### src/rtl/gpio_capture_pkg.sv
// -----------------------------------------------------------------------------
// gpio_capture_pkg
// Shared definitions for the GPIO capture block:
//   - reg_off_e               : register offsets decoded from addr[7:0]
//   - DEBOUNCE_CYCLES_DEFAULT : default debounce period in clock cycles
// -----------------------------------------------------------------------------
package gpio_capture_pkg;

  typedef enum logic [7:0] {
    REG_IN      = 8'h00,  // RO : debounced pin state
    REG_RISE_EN = 8'h04,  // RW : rising-edge interrupt enables
    REG_FALL_EN = 8'h08,  // RW : falling-edge interrupt enables
    REG_PEND    = 8'h0C,  // RO, write-1-to-clear : pending edge flags
    REG_RAW     = 8'h10   // RO : synchronized, undebounced pin state
  } reg_off_e;

  localparam int unsigned DEBOUNCE_CYCLES_DEFAULT = 16;

endpackage : gpio_capture_pkg

### src/rtl/gpio_capture_debounce.sv
// -----------------------------------------------------------------------------
// gpio_debounce_t
// One input pin: two-flop synchronizer followed by the stable-value flop.
//
// Build option GPIO_DEBOUNCE_EN:
//   defined   : the stable value only takes a new sync value after that value
//               has differed from it for DEBOUNCE_CYCLES consecutive cycles.
//   undefined : the stable value is the sync value registered once
//               (pin-to-stable latency of 3 edges), no counter exists.
//
// Ports:
//   clk      : clock, rising edge
//   reset_n  : asynchronous active-low clear
//   pin_i    : asynchronous external pin
//   sync_o   : second synchronizer flop output
//   stable_o : accepted (debounced) pin value
// -----------------------------------------------------------------------------
module gpio_debounce_t #(
  parameter int unsigned DEBOUNCE_CYCLES = 16
) (
  input  logic clk,
  input  logic reset_n,
  input  logic pin_i,
  output logic sync_o,
  output logic stable_o
);

  logic meta_q,   meta_d;
  logic sync_q,   sync_d;
  logic stable_q, stable_d;

`ifdef GPIO_DEBOUNCE_EN
  localparam int unsigned     CNT_W    = $clog2(DEBOUNCE_CYCLES + 1);
  // Count value at which the next differing cycle completes the period.
  localparam logic [CNT_W-1:0] CNT_LAST = CNT_W'(DEBOUNCE_CYCLES - 1);

  logic [CNT_W-1:0] cnt_q, cnt_d;

  always_comb begin
    // NOTE: every signal driven here gets a default first, so no path
    // leaves it unassigned and no latch is inferred.
    meta_d   = pin_i;
    sync_d   = meta_q;
    stable_d = stable_q;
    cnt_d    = '0;
    if (sync_q != stable_q) begin
      if (cnt_q == CNT_LAST) begin
        // Period complete: accept the new value, counter restarts from 0.
        stable_d = sync_q;
      end else begin
        cnt_d = cnt_q + CNT_W'(1);
      end
    end
  end

  always_ff @(posedge clk or negedge reset_n) begin
    if (!reset_n) begin
      cnt_q <= '0;
    end else begin
      cnt_q <= cnt_d;
    end
  end
`else
  always_comb begin
    meta_d   = pin_i;
    sync_d   = meta_q;
    stable_d = sync_q;
  end

  // The debounce period has no meaning without the counter; fold it into a
  // deliberately unconsumed signal.
  logic unused_debounce_cycles;
  assign unused_debounce_cycles = ^DEBOUNCE_CYCLES;
`endif

  always_ff @(posedge clk or negedge reset_n) begin
    if (!reset_n) begin
      meta_q   <= 1'b0;
      sync_q   <= 1'b0;
      stable_q <= 1'b0;
    end else begin
      // NOTE: non-blocking assignments let every flop sample the pre-edge
      // value of its neighbour, which is what makes the chain a shift.
      meta_q   <= meta_d;
      sync_q   <= sync_d;
      stable_q <= stable_d;
    end
  end

  assign sync_o   = sync_q;
  assign stable_o = stable_q;

endmodule : gpio_debounce_t

### src/rtl/gpio_capture_t.sv
// -----------------------------------------------------------------------------
// gpio_capture_t
// WIDTH-pin input capture block with debouncing, per-pin rising/falling edge
// interrupt enables, write-1-to-clear pending flags and a level interrupt.
//
// Build option GPIO_DEBOUNCE_EN: enables the per-pin debounce counters in
// gpio_debounce_t; without it each pin is only synchronized and registered.
//
// Register map (addr[7:0]): 0x00 IN, 0x04 RISE_EN, 0x08 FALL_EN,
//                           0x0C PEND (W1C), 0x10 RAW. Others read 0.
//
// Ports:
//   clk     : clock, rising edge
//   reset_n : asynchronous active-low clear (deassertion synchronized outside)
//   wen     : write strobe for the current cycle
//   addr    : register address, only addr[7:0] decoded
//   wdata   : write data, bits above WIDTH-1 ignored
//   gpio_in : asynchronous external pins
//   rdata   : registered read data for the addr of the previous cycle
//   irq     : OR of all pending flags, driven straight from the PEND flops
// -----------------------------------------------------------------------------
module gpio_capture_t
  import gpio_capture_pkg::*;
#(
  parameter int unsigned WIDTH           = 8,
  parameter int unsigned DEBOUNCE_CYCLES = DEBOUNCE_CYCLES_DEFAULT
) (
  input  logic             clk,
  input  logic             reset_n,
  input  logic             wen,
  input  logic [31:0]      addr,
  input  logic [31:0]      wdata,
  input  logic [WIDTH-1:0] gpio_in,
  output logic [31:0]      rdata,
  output logic             irq
);

  logic [WIDTH-1:0] sync;
  logic [WIDTH-1:0] stable;

  for (genvar i = 0; i < WIDTH; i++) begin : g_pin
    gpio_debounce_t #(
      .DEBOUNCE_CYCLES (DEBOUNCE_CYCLES)
    ) u_debounce (
      .clk      (clk),
      .reset_n  (reset_n),
      .pin_i    (gpio_in[i]),
      .sync_o   (sync[i]),
      .stable_o (stable[i])
    );
  end

  logic [WIDTH-1:0] prev_q,    prev_d;
  logic [WIDTH-1:0] rise_en_q, rise_en_d;
  logic [WIDTH-1:0] fall_en_q, fall_en_d;
  logic [WIDTH-1:0] pend_q,    pend_d;
  logic [31:0]      rdata_q,   rdata_d;

  logic [7:0]       off;
  logic [WIDTH-1:0] edge_set;
  logic [WIDTH-1:0] pend_clr;

  assign off = addr[7:0];

  always_comb begin
    prev_d    = stable;
    rise_en_d = rise_en_q;
    fall_en_d = fall_en_q;
    pend_clr  = '0;

    // prev_q is the stable value one edge ago, so an edge found here sets
    // PEND on the edge after the stable value changed.
    edge_set = (stable & ~prev_q & rise_en_q) | (~stable & prev_q & fall_en_q);

    if (wen) begin
      case (off)
        REG_RISE_EN: rise_en_d = wdata[WIDTH-1:0];
        REG_FALL_EN: fall_en_d = wdata[WIDTH-1:0];
        REG_PEND:    pend_clr  = wdata[WIDTH-1:0];
        default:     ;
      endcase
    end

    // Set is applied after clear so a same-cycle set wins.
    pend_d = (pend_q & ~pend_clr) | edge_set;

    rdata_d = '0;
    case (off)
      REG_IN:      rdata_d[WIDTH-1:0] = stable;
      REG_RISE_EN: rdata_d[WIDTH-1:0] = rise_en_q;
      REG_FALL_EN: rdata_d[WIDTH-1:0] = fall_en_q;
      REG_PEND:    rdata_d[WIDTH-1:0] = pend_q;
      REG_RAW:     rdata_d[WIDTH-1:0] = sync;
      default:     ;
    endcase
  end

  always_ff @(posedge clk or negedge reset_n) begin
    if (!reset_n) begin
      prev_q    <= '0;
      rise_en_q <= '0;
      fall_en_q <= '0;
      pend_q    <= '0;
      rdata_q   <= '0;
    end else begin
      prev_q    <= prev_d;
      rise_en_q <= rise_en_d;
      fall_en_q <= fall_en_d;
      pend_q    <= pend_d;
      rdata_q   <= rdata_d;
    end
  end

  assign rdata = rdata_q;
  assign irq   = |pend_q;

  // Upper address bits and upper write-data bits are ignored by design.
  logic unused_bus_bits;
  assign unused_bus_bits = ^{addr[31:8], wdata};

endmodule : gpio_capture_t
### config.mk
export PLATFORM = sky130hd
export DESIGN_NAME = gpio_capture_t
export DESIGN_NICKNAME = d
export VERILOG_FILES = /design/src/rtl/gpio_capture_pkg.sv /design/src/rtl/gpio_capture_debounce.sv /design/src/rtl/gpio_capture_t.sv
export SDC_FILE = /design/constraint.sdc
export NUM_CORES = 1
export LEC_CHECK = 0
export BUFFER_PORTS_ARGS = -buffer_cell sky130_fd_sc_hd__clkbuf_2
export CAP_MARGIN = 10
export CORE_ASPECT_RATIO = 0.75
export CORE_MARGIN = 2
export CORE_UTILIZATION = 43
export CTS_CLUSTER_DIAMETER = 120
export DETAILED_ROUTE_END_ITERATION = 12
export GPL_TIMING_DRIVEN = 1
export PLACE_DENSITY = 0.75
export SLEW_MARGIN = 20
export SYNTH_ARGS = -nofsm -noshare
export SYNTH_HDL_FRONTEND = slang
export SYNTH_SLANG_ARGS = --single-unit
### constraint.sdc
create_clock -name clk -period 1.15 [get_ports clk]
set_input_delay 0 -clock clk [delete_from_list [all_inputs] [get_ports clk]]
set_output_delay 0 -clock clk [all_outputs]
set_load 0.01 [all_outputs]
-- Word-level counts from Yosys, hierarchy flattened
Index checks and enable logic that the tools add are counted.
- bits in registers: 64
- bits in latches: 0
- memory bits (writable): 0
- memory bits (read-only): 0
- bits of input ports: 75
- output and inout bits: 33
- logic and storage cells: 50
- memories: 0
- add/subtract/negate cells: 0
- $mul: 0
- divide/modulo/power cells: 0
- order comparisons: 0
- eq/ne operators: 4
- shift-type cells: 0
- mux-type cells: 3
- bitwise gates (word level): 10
- reductions and logical operators: 4
- operator list (cell ; count):
    $and A8 B8 Y8 ; 5
    $pmux W8 S5 ; 1
    $not A8 Y8 ; 3
    $eq A8 B4 Y1 const B ; 2
    $mux W8 ; 2
    $or A8 B8 Y8 ; 2
    $eq A8 B3 Y1 const B ; 1
    $eq A8 B5 Y1 const B ; 1
    $logic_not A8 Y1 ; 1
    $reduce_or A8 Y1 ; 1
    $reduce_and A2 Y1 ; 2

-- Longest topological paths before layout
- word-level depth: 6
- gate-level depth with buffers: 5
- depth with buffers taken out: 3

-- Modules after synthesis
Synthesis repeated with hierarchy kept, for this count alone.
- cells, all modules: 210
- area, all modules: 2775.2 sq um
- by module, submodules not included (module ; instances ; cells each ; area each (sq um) ; seq. area each (sq um)):
    gpio_capture_t ; 1 ; 186 ; 2174.6 ; 1001.0
    gpio_debounce_t ; 8 ; 3 ; 75.1 ; 75.1

-- Worst setup path after synthesis
No wires, ideal clock.
- path type: input port to flip-flop
- start point: in addr[5]
- end point: reg fall_en_q[0]
- setup time: 0.125 ns
- data arrival time: 1.463 ns
- data required time: 1.025 ns
- path slack: -0.437 ns
- stages on the path: 4
- buffers on the path: 1
- path through: or4_1 > buf_6 > nor4_4 > mux2_2
- longest elaborated chain between the ends: 2
- RTL lines (element ; RTL line ; source):
    start: declaration ; gpio_capture_t.sv:31 ; input logic [31:0] addr,
    $eq A8 B4 Y1 ; gpio_capture_t.sv:76 ; case (off)
    $reduce_and A2 Y1 (no line) ; n/a ;
    end signal: assignment ; gpio_capture_t.sv:108 ; fall_en_q <= fall_en_d;
    end: declaration ; gpio_capture_t.sv:55 ; logic [WIDTH-1:0] fall_en_q, fall_en_d;
Every way passes these cells.
A chain may end at the register's enable or synchronous reset.

-- Final worst setup path
- start point: reg pend_q[1]
- end point: out irq
- longest elaborated chain between the ends: 1
- RTL lines (element ; RTL line ; source):
    start: declaration ; gpio_capture_t.sv:56 ; logic [WIDTH-1:0] pend_q, pend_d;
    start signal: assignment ; gpio_capture_t.sv:109 ; pend_q <= pend_d;
    $reduce_or A8 Y1 ; gpio_capture_t.sv:115 ; assign irq = |pend_q;
    end: declaration ; gpio_capture_t.sv:35 ; output logic irq
Every way passes these cells.

==> summary.md <==
| Metric | Value |
|---|---|
| Total power | 5.08 mW |
| Total track usage | 19.5% |
| Crit. End Element | primary output |
| Synth area leaders | dfrtp_1, buf_4, mux2_2, nand3b_1, nand3_1 |
| Share of the synthesized area in the top cell type | 60.1% |
| Share of post-route cells with drive strength above 1 | 37.8% |
| Chip width | 94.9 µm |
| Pre-Repair DR Iteration Count | 4 |
| Slowest stage delay, CP | 0.40 ns |
| Setup Viol. Count Final | 4 |
| Failing checks | negative setup slack |
| Unrepaired setup endpoints after global routing | true |
| F_max | 719 MHz |
| Number of synthesized flops with an enable pin | 0 |
| Total gr overflow | 0 |
| Syn Inst Count | 201 |
| Number of synthesized register bits | 64 |
| Full die area | 6850 µm² |
| Io pins | 108 |
| Initial Utilization | 45.3% |
| Area after DPL | 3080 µm² |
| Delay-heaviest family, CP | flip-flops |
| Final TNS setup | -0.556 ns |
| Synth cell types | 25 |
| Vias in the first global route | 2004 |
| CP startpoint kind | register |
| Area growth, synth to finish | 33.1% |
| Final Hold Fails | 0 |
| Post-layout nets | 366 |
| Worst Setup Path Type | register to primary output |
| Final design area excluding fillers | 3550 µm² |
| CTS tree | done |
| DRC | 0 |
| Core Rows | 24 |
| Slew Viols, Final | 0 |
| 1st-iter DRT viols | 106 |
| Drt wl/cell | 15.4 µm |
| Tcrit/Tclk final | 121% |
| Clk_skew | 0.00739 ns |
| Worst hold slack | 0.131 ns |
| CTS Buf Count | 9 |
| WL final | 5760 µm |
| DRT antenna net count | 0 |
| Tmin final | 1.39 ns |
| GP Congestion | 0.840 |
| Synth warn | 0 |
| Drt via density | 5.08 |
| R2R Setup Slk | -0.19 ns |
| # diodes | 0 |
| PwrDens | 1430 nW/µm² |
| Clk sinks | 64 |
| Vias post-DR | 1900 |
| Syn avg cell area | 13.3 µm² |
| Max_cap viols | 0 |
| Worst EP arrival | 1.39 ns |
| Filler cell count | 497 |
| Port bufs | 35 |
| Worst Hold Class | input port to register |
| First-pass GRT wire length | 9890 µm |
| Share of synthesized flip-flops with an asynchronous set or reset | 100% |
| Worst vdd ir | 0.736 mV |
| HPWL after detailed placement | 4060 µm |
| Worst-path cell chain | buf_4, nor4_4, nand2_4, buf_6 |
| Top_reg_cell synth | dfrtp_1 |
| Core area | 5890 µm² |
| Clock Path Buffers | 2 |
| Synth cell count leaders | dfrtp_1, buf_4, nand3_1 |
| Clock transition at the registers of the reported paths | 0.07 ns |
| Initial antenna violation count | 0 |
| Root Buffer | clkbuf_8 |
| Dominant cell type by area after synthesis | dfrtp_1 |
| CP max FO | 2 |
| Clk_lat worst skew | 0.33 ns |
| Htree depth | 3 |
| Largest net degree at the start of global routing | 65 |
| Worst setup margin | -0.241 ns |
| Synthesized cell area | 2660 µm² |
| Leakage | 1.64 nW |
| Status | complete, but fails checks |
| Vertical die dimension | 72.2 µm |
| Util after Layout | 60.2% |
| Count leader, synth | dfrtp_1 |
| Worst path buffer plus inverter count | 2 |
| Crit path required time | 1.15 ns |
| Slowest cell on the critical path | dfrtp_1 |
| Register area share after synthesis | 60.1% |
==> layout make-up <==
cell class              instances  area, µm²  area share [%]
clock buffers                  14        173            4.87
clock inverters                 2       60.1            1.69
multi-input cells             128        976            27.5
flip-flops and latches         64       1600            45.2
well taps                      78       97.6            2.75
repair buffers                 88        638            18.0
==> where the power goes <==
part           internal [mW]  leakage (nW)  switching, mW  total, mW
Combinational          0.228         0.750          0.227      0.456
Clock                   1.40         0.117          0.804       2.21
Sequential              2.35         0.777         0.0644       2.41
Total                   3.98          1.64           1.10       5.08
==> final timing paths <==
| path | from | end | cells after the start |
|---|---|---|---|
| worst max-delay path | pend_q[1] | irq | 4 |
| worst min-delay path | wen | pend_q[5] | 4 |
| worst max register to register | pend_q[5] | rdata[5] | 3 |
| worst min register to register | g_pin[0].u_debounce.meta_q | g_pin[0].u_debounce.sync_o | 0 |
| max in group asynchronous | reset_n | g_pin[2].u_debounce.stable_o | 3 |
| min in group asynchronous | reset_n | g_pin[7].u_debounce.meta_q | 3 |
==> registers in the layout, indices dropped and copies added (netlist names) <==
name,cells
fall_en_q,8
g_pin.u_debounce.meta_q,8
g_pin.u_debounce.stable_o,8
g_pin.u_debounce.sync_o,8
pend_q,8
prev_q,8
rdata,8
rise_en_q,8
==> cell families (layout without fill, tap and decap cells) <==
logic type	Yosys count	in the layout	share of synthesized area (%)
buffers and inverters	32	104	8.17
AO/OA/AOI/OAI	21	21	6.29
other	1	24	0.141
AND/OR/NAND/NOR	59	59	14.1
multiplexers	24	24	11.2
flip-flops	64	64	60.1
==> layout by cell type, fill, tap and decap left out, drive strengths merged <==
| master | count |
|---|---|
| a2bb2oi | 5 |
| mux4 | 3 |
| mux2i | 5 |
| nand4 | 9 |
| nand3b | 16 |
| o31ai | 8 |
| nor2 | 2 |
| conb | 24 |
| bufinv | 2 |
| a22o | 3 |
| mux2 | 16 |
| nand2 | 3 |
| nand3 | 18 |
| or2 | 1 |
| dfrtp | 64 |
| dlygate4sd3 | 17 |
| or4 | 1 |
| o211ai | 5 |
| buf | 37 |
| nor2b | 1 |
| and2 | 2 |
| nor4b | 2 |
| clkbuf | 48 |
| nor4 | 4 |
==> worst min-delay path: cells and delay by family <==
family          cells  cell delay [ns]
simple gates        2             0.20
buf+inv             1             0.16
compound gates      1             0.06
==> repair_timing <==
item,CTS,global route
endpoints found under the setup margin,12,4
buffers inserted,2,1
hold endpoints to repair,88,0
pin swaps,2,1
hold buffers,17,0
resized for setup,6,3
==> per-layer routing <==
| metal | global-route usage, % | part of all wire [%] | wire, µm | vias up |
|---|---|---|---|---|
| li1 | - | - | - | 877 |
| met1 | 26.0 | 46 | 2650 | 960 |
| met2 | 30.3 | 48 | 2740 | 53 |
| met3 | 6.13 | 4.9 | 285 | 10 |
| met4 | 7.25 | 1.4 | 80 | 0 |
| met5 | 0 | 0 | 0 | - |
==> per-stage QoR <==
step | setup WS (ns) | std cells
after floorplan | -0.437 | 224
after global routing | -0.312 | 374
final | -0.241 | 374
after CTS | -0.232 | 373
after global placement | -0.426 | 338
after detailed placement | -0.449 | 338
No activity file was read; power rests on OpenSTA's default activity.
